===== config.mk =====
export PLATFORM = sky130hd
export DESIGN_NAME = rat_flags
export DESIGN_NICKNAME = d
export VERILOG_FILES = /design/src/rtl/rat_flags.sv
export SDC_FILE = /design/constraint.sdc
export NUM_CORES = 1
export LEC_CHECK = 0
export CAP_MARGIN = 30
export CELL_PAD_IN_SITES_DETAIL_PLACEMENT = 2
export CELL_PAD_IN_SITES_GLOBAL_PLACEMENT = 2
export CORE_MARGIN = 8
export CORE_UTILIZATION = 19
export DETAILED_ROUTE_END_ITERATION = 10
export GPL_TIMING_DRIVEN = 0
export MAX_ROUTING_LAYER = met4
export PLACE_DENSITY = 0.81
export SYNTH_ARGS = -nofsm -noshare
export SYNTH_HDL_FRONTEND = slang
export SYNTH_SLANG_ARGS = --single-unit

===== constraint.sdc =====
create_clock -name CLK -period 0.85 [get_ports CLK]
set_input_delay 0.085 -clock CLK [delete_from_list [all_inputs] [get_ports CLK]]
set_output_delay 0.085 -clock CLK [all_outputs]
set_load 0.02 [all_outputs]

===== src/rtl/rat_flags.sv =====
// RAT status flags (C/Z with shadows), interrupt enable, and synchronized interrupt pending latch.
// Every output is registered or a pure AND of registers; flag commands take effect on the next edge.
module rat_flags #(
    parameter int SYNC_STAGES = 2,
    parameter bit EDGE_MODE   = 1'b1
) (
    input  logic CLK,
    input  logic RST,
    input  logic C_IN,
    input  logic Z_IN,
    input  logic FLG_C_LD,
    input  logic FLG_C_SET,
    input  logic FLG_C_CLR,
    input  logic FLG_Z_LD,
    input  logic FLG_LD_SEL,
    input  logic FLG_SHAD_LD,
    input  logic I_SET,
    input  logic I_CLR,
    input  logic INTR,
    input  logic INT_ACK,
    output logic C_FLAG,
    output logic Z_FLAG,
    output logic I_FLAG,
    output logic INT_OUT,
    output logic INT_PEND
);

    logic                   shad_c;
    logic                   shad_z;
    logic [SYNC_STAGES-1:0] sync_q;
    logic                   s_last;
    logic                   s_prev;
    logic                   intr_event;
    logic                   c_ld_val;
    logic                   z_ld_val;

    assign c_ld_val   = FLG_LD_SEL ? shad_c : C_IN;
    assign z_ld_val   = FLG_LD_SEL ? shad_z : Z_IN;
    assign s_last     = sync_q[SYNC_STAGES-1];
    assign intr_event = EDGE_MODE ? (s_last & ~s_prev) : s_last;
    assign INT_OUT    = INT_PEND & I_FLAG;

    // Shadows sample the pre-edge flags, so a restore plus save in one cycle swaps them.
    always_ff @(posedge CLK) begin
        if (RST) begin
            C_FLAG <= 1'b0;
            Z_FLAG <= 1'b0;
            shad_c <= 1'b0;
            shad_z <= 1'b0;
        end else begin
            if (FLG_C_CLR)
                C_FLAG <= 1'b0;
            else if (FLG_C_SET)
                C_FLAG <= 1'b1;
            else if (FLG_C_LD)
                C_FLAG <= c_ld_val;

            if (FLG_Z_LD)
                Z_FLAG <= z_ld_val;

            if (FLG_SHAD_LD) begin
                shad_c <= C_FLAG;
                shad_z <= Z_FLAG;
            end
        end
    end

    always_ff @(posedge CLK) begin
        if (RST)
            I_FLAG <= 1'b0;
        else if (I_CLR)
            I_FLAG <= 1'b0;
        else if (I_SET)
            I_FLAG <= 1'b1;
    end

    // Pending is latched regardless of I_FLAG; an ack in the same cycle as an event drops the event.
    always_ff @(posedge CLK) begin
        if (RST) begin
            sync_q   <= '0;
            s_prev   <= 1'b0;
            INT_PEND <= 1'b0;
        end else begin
            sync_q <= {sync_q[SYNC_STAGES-2:0], INTR};
            s_prev <= s_last;
            if (INT_ACK)
                INT_PEND <= 1'b0;
            else if (intr_event)
                INT_PEND <= 1'b1;
        end
    end

endmodule


==> results.tsv <==
metric	value	unit
route.vias.total	289	
rr_endpoint	C_FLAG	
place_hpwl	718	µm
max_freq	1.07	GHz
setup_ws	-0.0840	ns
holdPathEnd	s_prev	
swShare	0.228	
async_flop_share	0	
firstDrtPassIters	2	
grt_usage	0.0665	
status	finished, violations left	
tightest_slew	0.224	ns
maxCapViolCount	0	
finalCritPeriodShare	1.10	
clkTransAtPathRegs	0.06	ns
grt_max_degree	10	
cts_max_level	1	
worstSkewPairLatency	0.26	ns
syn-num-nets	45	
leakagePower	0.248	nW
ys.warnings.count	0	
nFillCells	192	
cts_sinks	9	
combPwrFrac	0.150	
use_met1	0.0634	
crit_fanout	3	
start_kind	register	
hold_class	in -> reg	
synth_common_cells	9 x dfxtp_1, 5 x nor2_1, 4 x mux2i_1, 4 x nor2b_1, 2 x nor3_1	
cp.required	0.76	ns
grt_busiest_layer	met2	
worst_hold_path.num_cells	2	
die_h	57.8	µm
dieWidth	57.8	µm
synthMostInstantiatedCell	dfxtp_1	
dieArea	3340	µm²
synth_edf_count	0	
worst_r2r_path_depth	2	
areaGrowthSynthToFinish	69.8	%
max_slew_margin	0.850	
dpl-instance-area	523	µm²
clock_skew	0.00232	ns
rsz0062_at_grt	yes	
io_pins	19	
fin_crit	0.934	ns
hold_violations	0	
seq_area	185	µm²
ys_ff_latch	9	
grt.overflow.total	0	
grtUsageMet2	0.103	
seq_power_share	0.491	
io_buffers	17	
num_rows	15	
yosysSeqAreaShare	0.543	
setup_viol	1	
drtIter0Drc	4	
wire_per_inst	13.2	µm
syn_area	332	µm²
worstSetupPathType	reg -> out	
layout.cells.non_filler	70	
core_area	1690	µm²
syn_area_per_cell	10.7	µm²
multi_input_area	139	µm²
final_net_count	68	
synthTopCellsByArea	dfxtp_1 54%, mux2i_1 12%, nor2b_1 7.5%	
antenna_found_initial	0	
cts_buffer_depth	2	
routed_wl	922	µm
pwr_density_cell	1640	nW/µm²
diodes	0	
r2r-start	C_FLAG	
viasPerCell	4.13	
layout-drive-gt1-share	0.302	
grt_use_met3	0.0508	
holdCritStartpoint	RST	
gp_congestion	0.632	
synth_cell_types	12	
yosys.area.top_type	dfxtp_1	
cp-end-kind	output port	
cts_buffers	3	
ctsHoldBuffers	0	
cts_tree	done	
synth_top_area_frac	0.543	
grt_pass1_vias	322	
synth_cells	31	
power.share.clock	0.359	
dp_cells	65	
root_buffer	clkbuf_4	
yosys_most_used_dff	dfxtp_1	
violations	negative setup slack	
p_sw	0.211	mW
drv_slew	0	
start_util	0.196	
ir_drop	0.000642	V
ant_nets	0	
intPower	0.713	mW
drt_drc_violations_left	0	
grt_first_pass_wirelength	1.57	mm
r2r_slack	0.08	ns
final_area	563	µm²
arrival	0.85	ns
registers in the layout, summed over array words and instances, names as in the netlist:
| signal | count |
|---|---|
| I_FLAG | 1 |
| shad_c | 1 |
| shad_z | 1 |
| s_prev | 1 |
| sync_q | 2 |
| Z_FLAG | 1 |
| INT_PEND | 1 |
| C_FLAG | 1 |
stage by stage:
step | power [mW] | utilization | setup TNS (ns) | worst slack (ns) | hold WS [ns]
2_1_floorplan | 0.510 | - | 0 | 0.0159 | 0.162
3_3_place_gp | 0.595 | 0.310 | -1.61 | -0.275 | 0.297
3_5_place_dp | 0.599 | 0.310 | -1.70 | -0.293 | 0.306
4_1_cts | 0.937 | 0.323 | -0.0958 | -0.0958 | 0.0210
5_1_grt | 0.986 | 0.333 | -0.156 | -0.115 | 0.0277
6_report | 0.925 | 0.333 | -0.0840 | -0.0840 | 0.0236
cells in the final DEF (no fill, tap or decap), drive strengths merged:
cell | synthesis | layout
buf | 1 | 7
inv | 1 | 1
dlymetal6s2s | 0 | 1
clkdlybuf4s50 | 0 | 11
a311oi | 1 | 1
nor2 | 5 | 5
nor2b | 4 | 4
clkbuf | 0 | 4
o21a | 1 | 1
dfxtp | 9 | 9
nor3 | 2 | 2
or2 | 1 | 1
mux2i | 4 | 4
and2 | 1 | 1
a211oi | 1 | 1
routing by layer:
layer / share of wire / routed length [µm] / vias up
met5: 0 / 0 / -
met4: 0 / 0 / 0
met3: 0.10 / 93 / 0
met2: 0.51 / 473 / 12
met1: 0.39 / 355 / 131
li1: - / - / 146
power groups by stage:
stage / Sequential, mW / Clock (mW) / Combinational (mW)
finish: 0.454 / 0.332 / 0.139
global route: 0.456 / 0.378 / 0.153
CTS: 0.453 / 0.348 / 0.136
detailed placement: 0.460 / 0 / 0.139
global placement: 0.460 / 0 / 0.135
floorplan: 0.469 / 0 / 0.0412
worst max-delay path by stage:
stage | cells past startpoint | from | endpoint | slack, ns
after CTS | 2 | INT_PEND | INT_OUT | -0.1
after floorplan | 2 | C_FLAG | C_FLAG | 0.02
after detailed placement | 2 | I_FLAG | INT_OUT | -0.29
after global placement | 2 | INT_PEND | INT_OUT | -0.27
final | 2 | INT_PEND | INT_OUT | -0.08
after global routing | 2 | INT_PEND | INT_OUT | -0.12
timing repair:
action / CTS / global route
resized for setup: 30 / 3
setup buffers: 0 / 1
gates cloned: 0 / 0
endpoints found under the setup margin: 5 / 7
layout make-up:
type                            instances  area share
Inverter                                1     0.00667
Sequential cell                         9       0.329
Buffer                                  1      0.0200
Timing Repair Buffer                   18       0.313
Clock buffer                            4      0.0467
Tap cell                               17      0.0378
Multi-Input combinational cell         20       0.247
worst max-delay path, stage by stage, from the launching register on:
cell	delay, ns
dfxtp_2	0.32
and2_4	0.15
buf_6	0.12
cell families (layout without fill, tap and decap cells):
group,Yosys count,count (layout),share of synthesized area
DFF,9,9,0.543
buffers and inverters,2,24,0.0453
AOI/OAI and AO/OA,3,3,0.0906
muxes,4,4,0.121
and+or+nand+nor,13,13,0.200
No activity file was read; power rests on OpenSTA's default activity.
